[src/rtl/conv_frame_ctrl.sv]
// Frame sequencer for the 5x5 streaming convolution engine.
// Streams one image into the engine and writes valid-window results.
module conv_frame_ctrl #(
  parameter int DIM = 32,
  parameter int K   = 5,
  parameter int PP  = 8,
  parameter int AW  = 10,
  parameter int OAW = 10,
  parameter int LAT = 1
) (
  input  logic           clk,
  input  logic           reset,
  input  logic           start,
  output logic           busy,
  output logic           done,
  output logic           rd_en,
  output logic [AW-1:0]  rd_addr,
  input  logic [PP:0]    rd_data,
  output logic [PP:0]    pxl_out,
  output logic           conv_rst,
  input  logic [PP:0]    conv_in,
  output logic           wr_en,
  output logic [OAW-1:0] wr_addr,
  output logic [PP:0]    wr_data
);

  localparam logic [2:0] S_IDLE  = 3'd0;
  localparam logic [2:0] S_CLEAR = 3'd1;
  localparam logic [2:0] S_READ  = 3'd2;
  localparam logic [2:0] S_DRAIN = 3'd3;
  localparam logic [2:0] S_DONE  = 3'd4;

  localparam int RW = (DIM > 1) ? $clog2(DIM) : 1;
  localparam int DW = $clog2(LAT + 2);

  logic [2:0]     r_state;
  logic [DW-1:0]  r_drn;
  logic [AW-1:0]  r_rd_addr;
  logic [RW-1:0]  r_row;
  logic [RW-1:0]  r_col;
  logic           r_rd_en_d;
  logic           r_tag_vld [LAT];
  logic [RW-1:0]  r_tag_row [LAT];
  logic [RW-1:0]  r_tag_col [LAT];
  logic           r_wr_en;
  logic [OAW-1:0] r_wr_addr;
  logic [PP:0]    r_wr_data;
  logic [OAW-1:0] r_res_cnt;

  logic w_last;
  logic w_tag_valid;

  assign w_last = (r_row == RW'(DIM - 1))
               && (r_col == RW'(DIM - 1));

  // Tag at the end of the pipe lines up with the engine result.
  assign w_tag_valid = r_tag_vld[LAT-1]
                    && (r_tag_row[LAT-1] >= RW'(K - 1))
                    && (r_tag_col[LAT-1] >= RW'(K - 1));

  assign busy     = (r_state != S_IDLE);
  assign done     = (r_state == S_DONE);
  assign rd_en    = (r_state == S_READ);
  assign rd_addr  = r_rd_addr;
  assign conv_rst = reset | (r_state == S_CLEAR);
  assign pxl_out  = r_rd_en_d ? rd_data : '0;
  assign wr_en    = r_wr_en;
  assign wr_addr  = r_wr_addr;
  assign wr_data  = r_wr_data;

  always_ff @(posedge clk) begin
    if (reset) begin
      r_state <= S_IDLE;
      r_drn   <= '0;
    end else begin
      case (r_state)
        S_IDLE: begin
          if (start) r_state <= S_CLEAR;
        end
        S_CLEAR: r_state <= S_READ;
        S_READ: begin
          if (w_last) begin
            r_state <= S_DRAIN;
            r_drn   <= '0;
          end
        end
        S_DRAIN: begin
          if (r_drn == DW'(LAT)) r_state <= S_DONE;
          else                   r_drn   <= r_drn + 1'b1;
        end
        S_DONE:  r_state <= S_IDLE;
        default: r_state <= S_IDLE;
      endcase
    end
  end

  always_ff @(posedge clk) begin
    if (reset || r_state == S_CLEAR) begin
      r_rd_addr <= '0;
      r_row     <= '0;
      r_col     <= '0;
    end else if (r_state == S_READ) begin
      r_rd_addr <= r_rd_addr + 1'b1;
      if (r_col == RW'(DIM - 1)) begin
        r_col <= '0;
        r_row <= r_row + 1'b1;
      end else begin
        r_col <= r_col + 1'b1;
      end
    end
  end

  always_ff @(posedge clk) begin
    if (reset) begin
      r_rd_en_d <= 1'b0;
      for (int i = 0; i < LAT; i++) begin
        r_tag_vld[i] <= 1'b0;
        r_tag_row[i] <= '0;
        r_tag_col[i] <= '0;
      end
    end else begin
      r_rd_en_d    <= rd_en;
      r_tag_vld[0] <= rd_en;
      r_tag_row[0] <= r_row;
      r_tag_col[0] <= r_col;
      for (int i = 1; i < LAT; i++) begin
        r_tag_vld[i] <= r_tag_vld[i-1];
        r_tag_row[i] <= r_tag_row[i-1];
        r_tag_col[i] <= r_tag_col[i-1];
      end
    end
  end

  always_ff @(posedge clk) begin
    if (reset) begin
      r_wr_en   <= 1'b0;
      r_wr_addr <= '0;
      r_wr_data <= '0;
      r_res_cnt <= '0;
    end else begin
      r_wr_en <= w_tag_valid;
      if (r_state == S_CLEAR) begin
        r_res_cnt <= '0;
      end else if (w_tag_valid) begin
        r_wr_addr <= r_res_cnt;
        r_wr_data <= conv_in;
        r_res_cnt <= r_res_cnt + 1'b1;
      end
    end
  end

endmodule

[config.mk]
export PLATFORM = sky130hd
export DESIGN_NAME = conv_frame_ctrl
export DESIGN_NICKNAME = d
export VERILOG_FILES = /design/src/rtl/conv_frame_ctrl.sv
export SDC_FILE = /design/constraint.sdc
export NUM_CORES = 1
export LEC_CHECK = 0
export ABC_AREA = 1
export CAP_MARGIN = 20
export CORE_MARGIN = 3
export CORE_UTILIZATION = 45
export CTS_CLUSTER_DIAMETER = 80
export CTS_CLUSTER_SIZE = 25
export DETAILED_ROUTE_END_ITERATION = 12
export PLACE_DENSITY = 0.72
export SLEW_MARGIN = 20
export SYNTH_ARGS = -nofsm -noshare
export SYNTH_HDL_FRONTEND = slang
export SYNTH_SLANG_ARGS = --single-unit
[constraint.sdc]
create_clock -name clk -period 2 [get_ports clk]
set_input_delay 0.2 -clock clk [delete_from_list [all_inputs] [get_ports clk]]
set_output_delay 0.2 -clock clk [all_outputs]
set_load 0.005 [all_outputs]
==> flow_metrics.tcl, run 1 <==
set metrics [dict create \
    die_y_um 87.5 \
    busiest_layer "met2" \
    die_w_um 87.5 \
    worstHoldEndpoint "r_tag_col[0][4]" \
    rr_endpoint "r_drn[1]" \
    synth_cells 413 \
    p_sw_w 0.000959 \
    fin_nets 505 \
    p_seq_share_pct 42.3 \
    drc_errors 0 \
    grt_usage_pct 17.5 \
    grt_pass1_wl_mm 10.8 \
    cts.path.max_buffers 2 \
    first_pass_iters 4 \
    cts_buffers 9 \
    pin_count 64 \
    rrSetupSlack_ps 380 \
    portBuffers 63 \
    grt_max_degree 35 \
    min_path_type "reg -> reg" \
    clkLatencyLatePin_ps 330 \
    die_area_mm2 0.00766 \
    status "finished clean" \
    num_vias 2671 \
    end_kind "output port" \
    design_area_mm2 0.00387 \
    worstSetupPathType "reg -> out" \
    met1_usage_pct 20.8 \
    crit_arrival_ps 1680 \
    setup_tns_ps 0 \
    finalMaxSlewViolations 0 \
    antenna_found_initial 0 \
    grt_use_met3_pct 4.82 \
    ff2ff_path_depth 9 \
    setup.worst_path.start_class "flop" \
    syn_area_per_cell_um2 7.24 \
    placed_area_mm2 0.00365 \
    dp.cells 543 \
    setup_viol 0 \
    switching_share_pct 29.3 \
    period_needed_ps 1880 \
    wl_per_cell_um 11.3 \
    crit_fanout 12 \
    fin_skew_ps 8.27 \
    yosysSeqAreaShare_pct 41.5 \
    max-vdd-ir-drop_v 0.000563 \
    drv_cap 0 \
    finalCritPeriodShare_pct 94.0 \
    hold-path-cell-count 2 \
    combPwrFrac_pct 21.3 \
    layout-drive-gt1-share_pct 9.54 \
    gr-total-overflow 0 \
    reg2reg_from "r_col[0]" \
    drtAntennaViolNets 0 \
    slew_headroom_pct 73.7 \
    clockRootBuffer "clkbuf_8" \
    coreArea_mm2 0.00639 \
    grt_pass1_vias 2552 \
    rsz0062_at_grt "false" \
    tightest_slew_ps 394 \
    globalplace.congestion 0.753 \
    dp_hpwl_mm 4.59 \
    clk_transition_reported_paths_ps 70 \
    required_ps 1800 \
    grt_util_met2_pct 30.0 \
    max_freq_ghz 0.532 \
    p_leak_nw 1.62 \
    vias_per_cell 4.78 \
    synth_fp_nets 441 \
    diodes 0 \
    p_per_area_mw_per_mm2 845 \
    h-tree-depth 3 \
    layoutNonFillerInstCount 559 \
    drt_iter0_drc 115 \
    cts_tree "yes" \
    syn2layout_area_growth_pct 29.4 \
    p_clk_share_pct 36.4 \
    row_count 29 \
    syn_area_mm2 0.00299 \
    initial_core_util_pct 46.8 \
    total_power_w 0.00327 \
    yosysUniqueCellTypes 32 \
    ys_ff_latch 62 \
    routed_wl_mm 6.30 \
    internal_power_w 0.00231 \
    ys_warn_count 0 \
    hold_violations 0 \
    hp-start "r_col[4]" \
    clock_sinks 62 \
]
==> critical path: stages, from the launching register on <==
cell and delay (ps):
dfxtp_2 380, inv_2 140, nand3_4 160, nand2_4 160, clkdlybuf4s50_1 520
==> metrics by stage <==
| step | hold WS (ps) | utilization, % | setup WS, ps |
|---|---|---|---|
| 5_1_grt | 495 | 60.6 | 10.0 |
| 6_report | 464 | 60.6 | 119 |
| 2_1_floorplan | 412 | - | 560 |
| 3_3_place_gp | 447 | 57.2 | 355 |
| 3_5_place_dp | 451 | 57.2 | 346 |
| 4_1_cts | 467 | 60.6 | 8.19 |
==> synthesized netlist by cell type, drive strengths merged <==
| master | instances | share of area, % |
|---|---|---|
| a211oi | 1 | 0.25 |
| a21oi | 28 | 4.9 |
| buf | 15 | 3.4 |
| dfxtp | 62 | 42 |
| ha | 7 | 2.9 |
| inv | 64 | 8.0 |
| nand2 | 85 | 12 |
| nand3 | 41 | 7.6 |
| nand3b | 3 | 0.75 |
| nand4 | 7 | 1.5 |
| nor2 | 78 | 13 |
| nor3 | 8 | 1.3 |
| nor3b | 1 | 0.42 |
| o21ai | 9 | 1.5 |
| or2 | 1 | 0.21 |
| xor2 | 3 | 1.1 |
==> sequential cells by signal, indices dropped and copies added, names as in the netlist <==
register and count:
r_res_cnt 10, r_col 5, r_tag_row 3, r_rd_en_d 1, r_row 5, r_state 3
wr_en 1, r_tag_col 3, rd_addr 10, wr_addr 10, wr_data 9, r_drn 2
==> layout by cell type (no fill, tap or decap), types with 4 or more instances in the layout <==
master           instances
nor2_1                  70
a21oi_1                 26
ha_1                     7
buf_4                    5
nand3_1                 38
o21ai_0                  7
nand2_1                 79
nor3_1                   8
clkdlybuf4s50_1         63
nor2_4                   4
clkbuf_8                10
nand4_1                  7
inv_2                    4
inv_1                   60
dfxtp_1                 60
==> layout make-up <==
class	instances	area, µm²
sequential	62	1240
clock inverter	4	70.1
clock buffer	12	145
timing repair buffer	68	668
fill	602	2520
inverter	64	240
multi-input combinational	272	1410
tap	77	96.3
==> worst max path at each step <==
stage | slack [ps] | start | cells after the start | to
6_report | 120 | r_state[1] | 4 | conv_rst
3_3_place_gp | 360 | reset | 4 | conv_rst
2_1_floorplan | 560 | r_col[0] | 9 | r_drn[1]
4_1_cts | 8 | r_state[1] | 3 | rd_en
5_1_grt | 10 | r_state[1] | 4 | conv_rst
3_5_place_dp | 350 | reset | 4 | conv_rst
==> what timing repair did <==
action	CTS	global route
hold buffers	0	0
setup endpoints to repair	0	2
buffers inserted	0	0
resized for setup	0	2
==> power by group through the flow <==
| stage | clock [W] | combinational, W | sequential (W) |
|---|---|---|---|
| 4_1_cts | 0.00122 | 0.000707 | 0.00138 |
| 3_5_place_dp | 0 | 0.000701 | 0.00141 |
| 5_1_grt | 0.00128 | 0.000797 | 0.00139 |
| 2_1_floorplan | 0 | 0.000553 | 0.00136 |
| 3_3_place_gp | 0 | 0.000686 | 0.00140 |
| 6_report | 0.00119 | 0.000698 | 0.00138 |
==> kinds of logic after synthesis <==
group,share of synthesized area (%)
XOR/XNOR,1.13
adder cells (fa/ha/maj),2.93
AO/OA/AOI/OAI,6.69
buffers and inverters,11.5
AND/OR/NAND/NOR,36.3
flip-flops,41.5
==> routing by layer <==
metal  part of all wire, %  up-vias  wire, µm
met2                    47       77      2960
met5                     0        -         0
met1                    45     1170      2850
met4                  0.76        0        48
li1                      -     1420         -
met3                   7.0        4       441
Note: power is estimated with default switching activity, not from simulation.
==> run 2, diff against run 1 <==
--- a/config.mk
+++ b/config.mk
@@ -12,7 +12,7 @@
 export CTS_CLUSTER_DIAMETER = 80
 export CTS_CLUSTER_SIZE = 25
 export DETAILED_ROUTE_END_ITERATION = 12
-export PLACE_DENSITY = 0.72
+export DONT_BUFFER_PORTS = 1
 export SLEW_MARGIN = 20
 export SYNTH_ARGS = -nofsm -noshare
 export SYNTH_HDL_FRONTEND = slang
==> flow_metrics.tcl, run 2 (synthesis gave the netlist of run 1 again) <==
set metrics [dict create \
    tightest_slew_ps 493 \
    clkLatencyLatePin_ps 330 \
    end_kind "output port" \
    layout_setup_ws_ps 232 \
    internal_power_w 0.00202 \
    required_ps 1800 \
    die_w_um 87.5 \
    drt_iter0_drc 94 \
    max_freq_ghz 0.566 \
    drtAntennaViolNets 0 \
    grt_pass1_wl_mm 9.63 \
    vias_per_cell 4.94 \
    worstSetupPathType "reg -> out" \
    setup.worst_path.start_class "flop" \
    p_leak_nw 1.38 \
    min_path_type "in -> reg" \
    hold-path-cell-count 4 \
    gr-total-overflow 0 \
    endpoint "conv_rst" \
    mostFrequentLayoutCells "nand2_1 (79), nor2_1 (70), dfxtp_1 (62)" \
    num_vias 2445 \
    fin_skew_ps 5.04 \
    crit_arrival_ps 1570 \
    p_per_area_mw_per_mm2 930 \
    routed_wl_mm 5.70 \
    h-tree-depth 3 \
    p_clk_share_pct 35.1 \
    rsz0062_at_grt "false" \
    postCtsSetupBuffers 0 \
    layout-drive-gt1-share_pct 10.5 \
    drc_errors 0 \
    clk_transition_reported_paths_ps 70 \
    rrSetupSlack_ps 370 \
    portBuffers 0 \
    hold_violations 0 \
    max-vdd-ir-drop_v 0.000461 \
    total_power_w 0.00298 \
    grt_max_degree 35 \
    crit_start "r_state[1]" \
    die_y_um 87.5 \
    row_count 29 \
    syn2layout_area_growth_pct 7.20 \
    layout_commonest_cell "nand2_1" \
    pin_count 64 \
    die_area_mm2 0.00766 \
    grt_usage_pct 15.8 \
    rr_endpoint "r_state[1]" \
    combPwrFrac_pct 18.7 \
    place_ws_ps 397 \
    switching_share_pct 32.4 \
    clock_sinks 62 \
    drv_cap 0 \
    setup_tns_ps 0 \
    cts_tree "yes" \
    initial_core_util_pct 46.8 \
    dp_hpwl_mm 3.95 \
    wl_per_cell_um 11.5 \
    cts.path.max_buffers 2 \
    diodes 0 \
    globalplace.congestion 0.753 \
    fin_nets 441 \
    cts_buffers 9 \
    finalCritPeriodShare_pct 88.4 \
    p_seq_share_pct 46.3 \
    antenna_found_initial 0 \
    status "finished clean" \
    dp.cells 478 \
    ff2ff_path_depth 9 \
    first_pass_iters 4 \
    period_needed_ps 1770 \
    crit_fanout 22 \
    finalMaxSlewViolations 0 \
    clockRootBuffer "clkbuf_8" \
    p_sw_w 0.000966 \
    setup_viol 0 \
    layoutNonFillerInstCount 495 \
    grt_pass1_vias 2207 \
    reg2reg_from "r_col[0]" \
    coreArea_mm2 0.00639 \
    slew_headroom_pct 67.1 \
]
## run 2: cell count changes in the layout (fill, tap and decap cells not counted), sizes merged
cell,before,now
clkdlybuf4s50,63,0
clkinvlp,0,2
bufinv,2,1
buf,5,3
dlygate4sd3,0,1
clkinv,2,4
clkbuf,12,9
## run 2: layer usage
metal  part of all wire [%]  vias to the layer above  track usage, %
li1                       -                     1290               -
met1                     46                     1079            18.9
met2                     45                       66            26.2
met3                    6.3                       10            3.97
met4                    2.0                        0            8.37
met5                      0                        -               0
## run 2: through the flow
stage | utilization, % | area (µm²) | hold slack [ps]
2_1_floorplan | - | 2990 | 412
3_3_place_gp | 47.1 | 3010 | 265
3_5_place_dp | 47.1 | 3010 | 268
4_1_cts | 50.2 | 3210 | 67.2
5_1_grt | 50.2 | 3210 | 95.9
6_report | 50.2 | 3210 | 83.2
## run 2: layout make-up
cell class | count | area, µm²
Multi-Input combinational cell | 272 | 1410
Clock inverter | 7 | 65.1
Inverter | 64 | 240
Timing Repair Buffer | 4 | 32.5
Tap cell | 77 | 96.3
Clock buffer | 9 | 124
Fill cell | 666 | 3180
Sequential cell | 62 | 1240
## run 2: power by group through the flow
| stage | clock [W] | sequential [W] | combinational (W) |
|---|---|---|---|
| final | 0.00105 | 0.00138 | 0.000556 |
| after CTS | 0.00109 | 0.00138 | 0.000569 |
| after floorplan | 0 | 0.00136 | 0.000553 |
| after global routing | 0.00115 | 0.00139 | 0.000635 |
| after detailed placement | 0 | 0.00141 | 0.000563 |
| after global placement | 0 | 0.00141 | 0.000551 |
## run 2: how the worst min path moves through the flow
stage / from / to / slack, ps
finish: conv_in[2] / wr_data[2] / 80
global route: conv_in[2] / wr_data[2] / 100
CTS: conv_in[2] / wr_data[2] / 70
detailed placement: reset / r_drn[0] / 270
global placement: reset / r_drn[0] / 260
floorplan: reset / r_drn[0] / 410
## run 2: timing repair
item,in CTS,in global routing
hold endpoints to repair,12,0
resized for setup,0,0
hold buffers,1,0
## run 2: critical path, stage by stage, from the launching register on
cell     delay [ps]
dfxtp_1         430
inv_2           170
nand3_4         240
nand2_4         140
buf_4           240
==> run 3, diff against run 2 <==
--- a/config.mk
+++ b/config.mk
@@ -8,7 +8,7 @@
 export ABC_AREA = 1
 export CAP_MARGIN = 20
 export CORE_MARGIN = 3
-export CORE_UTILIZATION = 45
+export CORE_UTILIZATION = 40
 export CTS_CLUSTER_DIAMETER = 80
 export CTS_CLUSTER_SIZE = 25
 export DETAILED_ROUTE_END_ITERATION = 12
==> flow_metrics.tcl, run 3 (synthesis gave the netlist of run 1 again) <==
set metrics [dict create \
    syn2layout_area_growth_pct 8.49 \
    setup_tns_ps 0 \
    coreArea_mm2 0.00702 \
    routed_wl_mm 5.85 \
    globalplace.congestion 0.730 \
    finalCritPeriodShare_pct 88.2 \
    path_cells "inv_2 > nand3_4 > nand2_4 > buf_4" \
    mostFrequentLayoutCells "nand2_1 (79), nor2_1 (70), dfxtp_1 (62)" \
    tightest_slew_ps 475 \
    p_seq_share_pct 45.1 \
    switching_share_pct 33.3 \
    gr-total-overflow 0 \
    h-tree-depth 3 \
    layout_commonest_cell "nand2_1" \
    hold_violations 0 \
    period_needed_ps 1760 \
    setup_viol 0 \
    cts.path.max_buffers 2 \
    grt_pass1_wl_mm 10.2 \
    drt_iter0_drc 80 \
    clock_sinks 62 \
    rsz0062_at_grt "false" \
    vias_per_cell 4.75 \
    clockRootBuffer "clkbuf_8" \
    status "finished clean" \
    setup.worst_path.start_class "flop" \
    fin_skew_ps 11.0 \
    worstSetupPathType "reg -> out" \
    p_clk_share_pct 36.7 \
    combPwrFrac_pct 18.2 \
    crit_fanout 22 \
    max-vdd-ir-drop_v 0.000417 \
    grt_usage_pct 14.7 \
    crit_start "r_state[1]" \
    portBuffers 0 \
    drv_cap 0 \
    total_power_w 0.00305 \
    num_vias 2443 \
    die_y_um 92.5 \
    finalMaxSlewViolations 0 \
    required_ps 1800 \
    reg2reg_from "r_col[0]" \
    post_cts_resized 0 \
    antenna_found_initial 0 \
    drtAntennaViolNets 0 \
    cpPeakStageDelay_ps 420 \
    layout-drive-gt1-share_pct 10.5 \
    crit_arrival_ps 1560 \
    clk_transition_reported_paths_ps 80 \
    min_path_type "in -> reg" \
    diodes 0 \
    clkLatencyLatePin_ps 350 \
    p_sw_w 0.00102 \
    slew_headroom_pct 68.2 \
    internal_power_w 0.00204 \
    first_pass_iters 4 \
    initial_core_util_pct 42.6 \
    row_count 30 \
    fin_nets 441 \
    dp_hpwl_mm 4.12 \
    cts_tree "yes" \
    grt_max_degree 35 \
    drc_errors 0 \
    grt_pass1_vias 2342 \
    pin_count 64 \
    crit_slowest_cell "dfxtp_1" \
    n_fill_cell 733 \
    p_leak_nw 1.38 \
    wl_per_cell_um 11.4 \
    die_area_mm2 0.00855 \
    die_w_um 92.5 \
    cts_buffers 9 \
    p_per_area_mw_per_mm2 941 \
    hp-start "conv_in[5]" \
    end_kind "output port" \
    max_freq_ghz 0.567 \
]
==> run 3: timing repair <==
action                    in CTS  in global routing
hold buffers                   1                  0
hold endpoints to repair      12                  0
buffers inserted               0                  0
==> run 3: worst paths after layout <==
check                                  endpoint  cells after the start  slack [ps]
worst max register to register       r_state[1]                      9         350
worst min-delay path                 wr_data[5]                      4          70
worst max-delay path                   conv_rst                      4         240
worst min register to register  r_tag_col[0][4]                      2         450
==> run 3: per-layer routing <==
layer	vias up	global-route usage [%]	wire length, µm
met2	64	25.1	2680
met5	-	0	0
met4	0	5.94	93
met3	10	5.61	412
li1	1285	-	-
met1	1084	16.5	2660
==> run 3: critical path: cells and delay by family, from the launching register on <==
kind                   cells  cell delay (ps)
buffers and inverters      2              420
flip-flops                 1              420
AND/OR/NAND/NOR            2              380
==> run 3: power groups by stage <==
stage | Clock, W | Sequential, W | Combinational (W)
after floorplan | 0 | 0.00136 | 0.000553
after global placement | 0 | 0.00140 | 0.000549
after detailed placement | 0 | 0.00141 | 0.000560
after CTS | 0.00116 | 0.00138 | 0.000567
after global routing | 0.00121 | 0.00139 | 0.000634
final | 0.00112 | 0.00138 | 0.000555
==> run 3: metrics by stage <==
stage | hold WS (ps) | setup WS [ps] | area [µm²] | cells | utilization (%)
2_1_floorplan | 412 | 560 | 2990 | 413 | -
3_5_place_dp | 268 | 379 | 3030 | 497 | 43.2
6_report | 66.2 | 236 | 3240 | 514 | 46.2
4_1_cts | 48.4 | 207 | 3240 | 514 | 46.2
3_3_place_gp | 265 | 430 | 3030 | 497 | 43.2
5_1_grt | 78.0 | 95.6 | 3240 | 514 | 46.2
==> run 3: final cells by class <==
| class | instances | area, µm² | share of cell area [%] |
|---|---|---|---|
| Clock buffer | 9 | 124 | 3.82 |
| Tap cell | 96 | 120 | 3.70 |
| Sequential cell | 62 | 1240 | 38.3 |
| Multi-Input combinational cell | 272 | 1410 | 43.3 |
| Clock inverter | 7 | 80.1 | 2.47 |
| Inverter | 64 | 240 | 7.40 |
| Timing Repair Buffer | 4 | 32.5 | 1.00 |
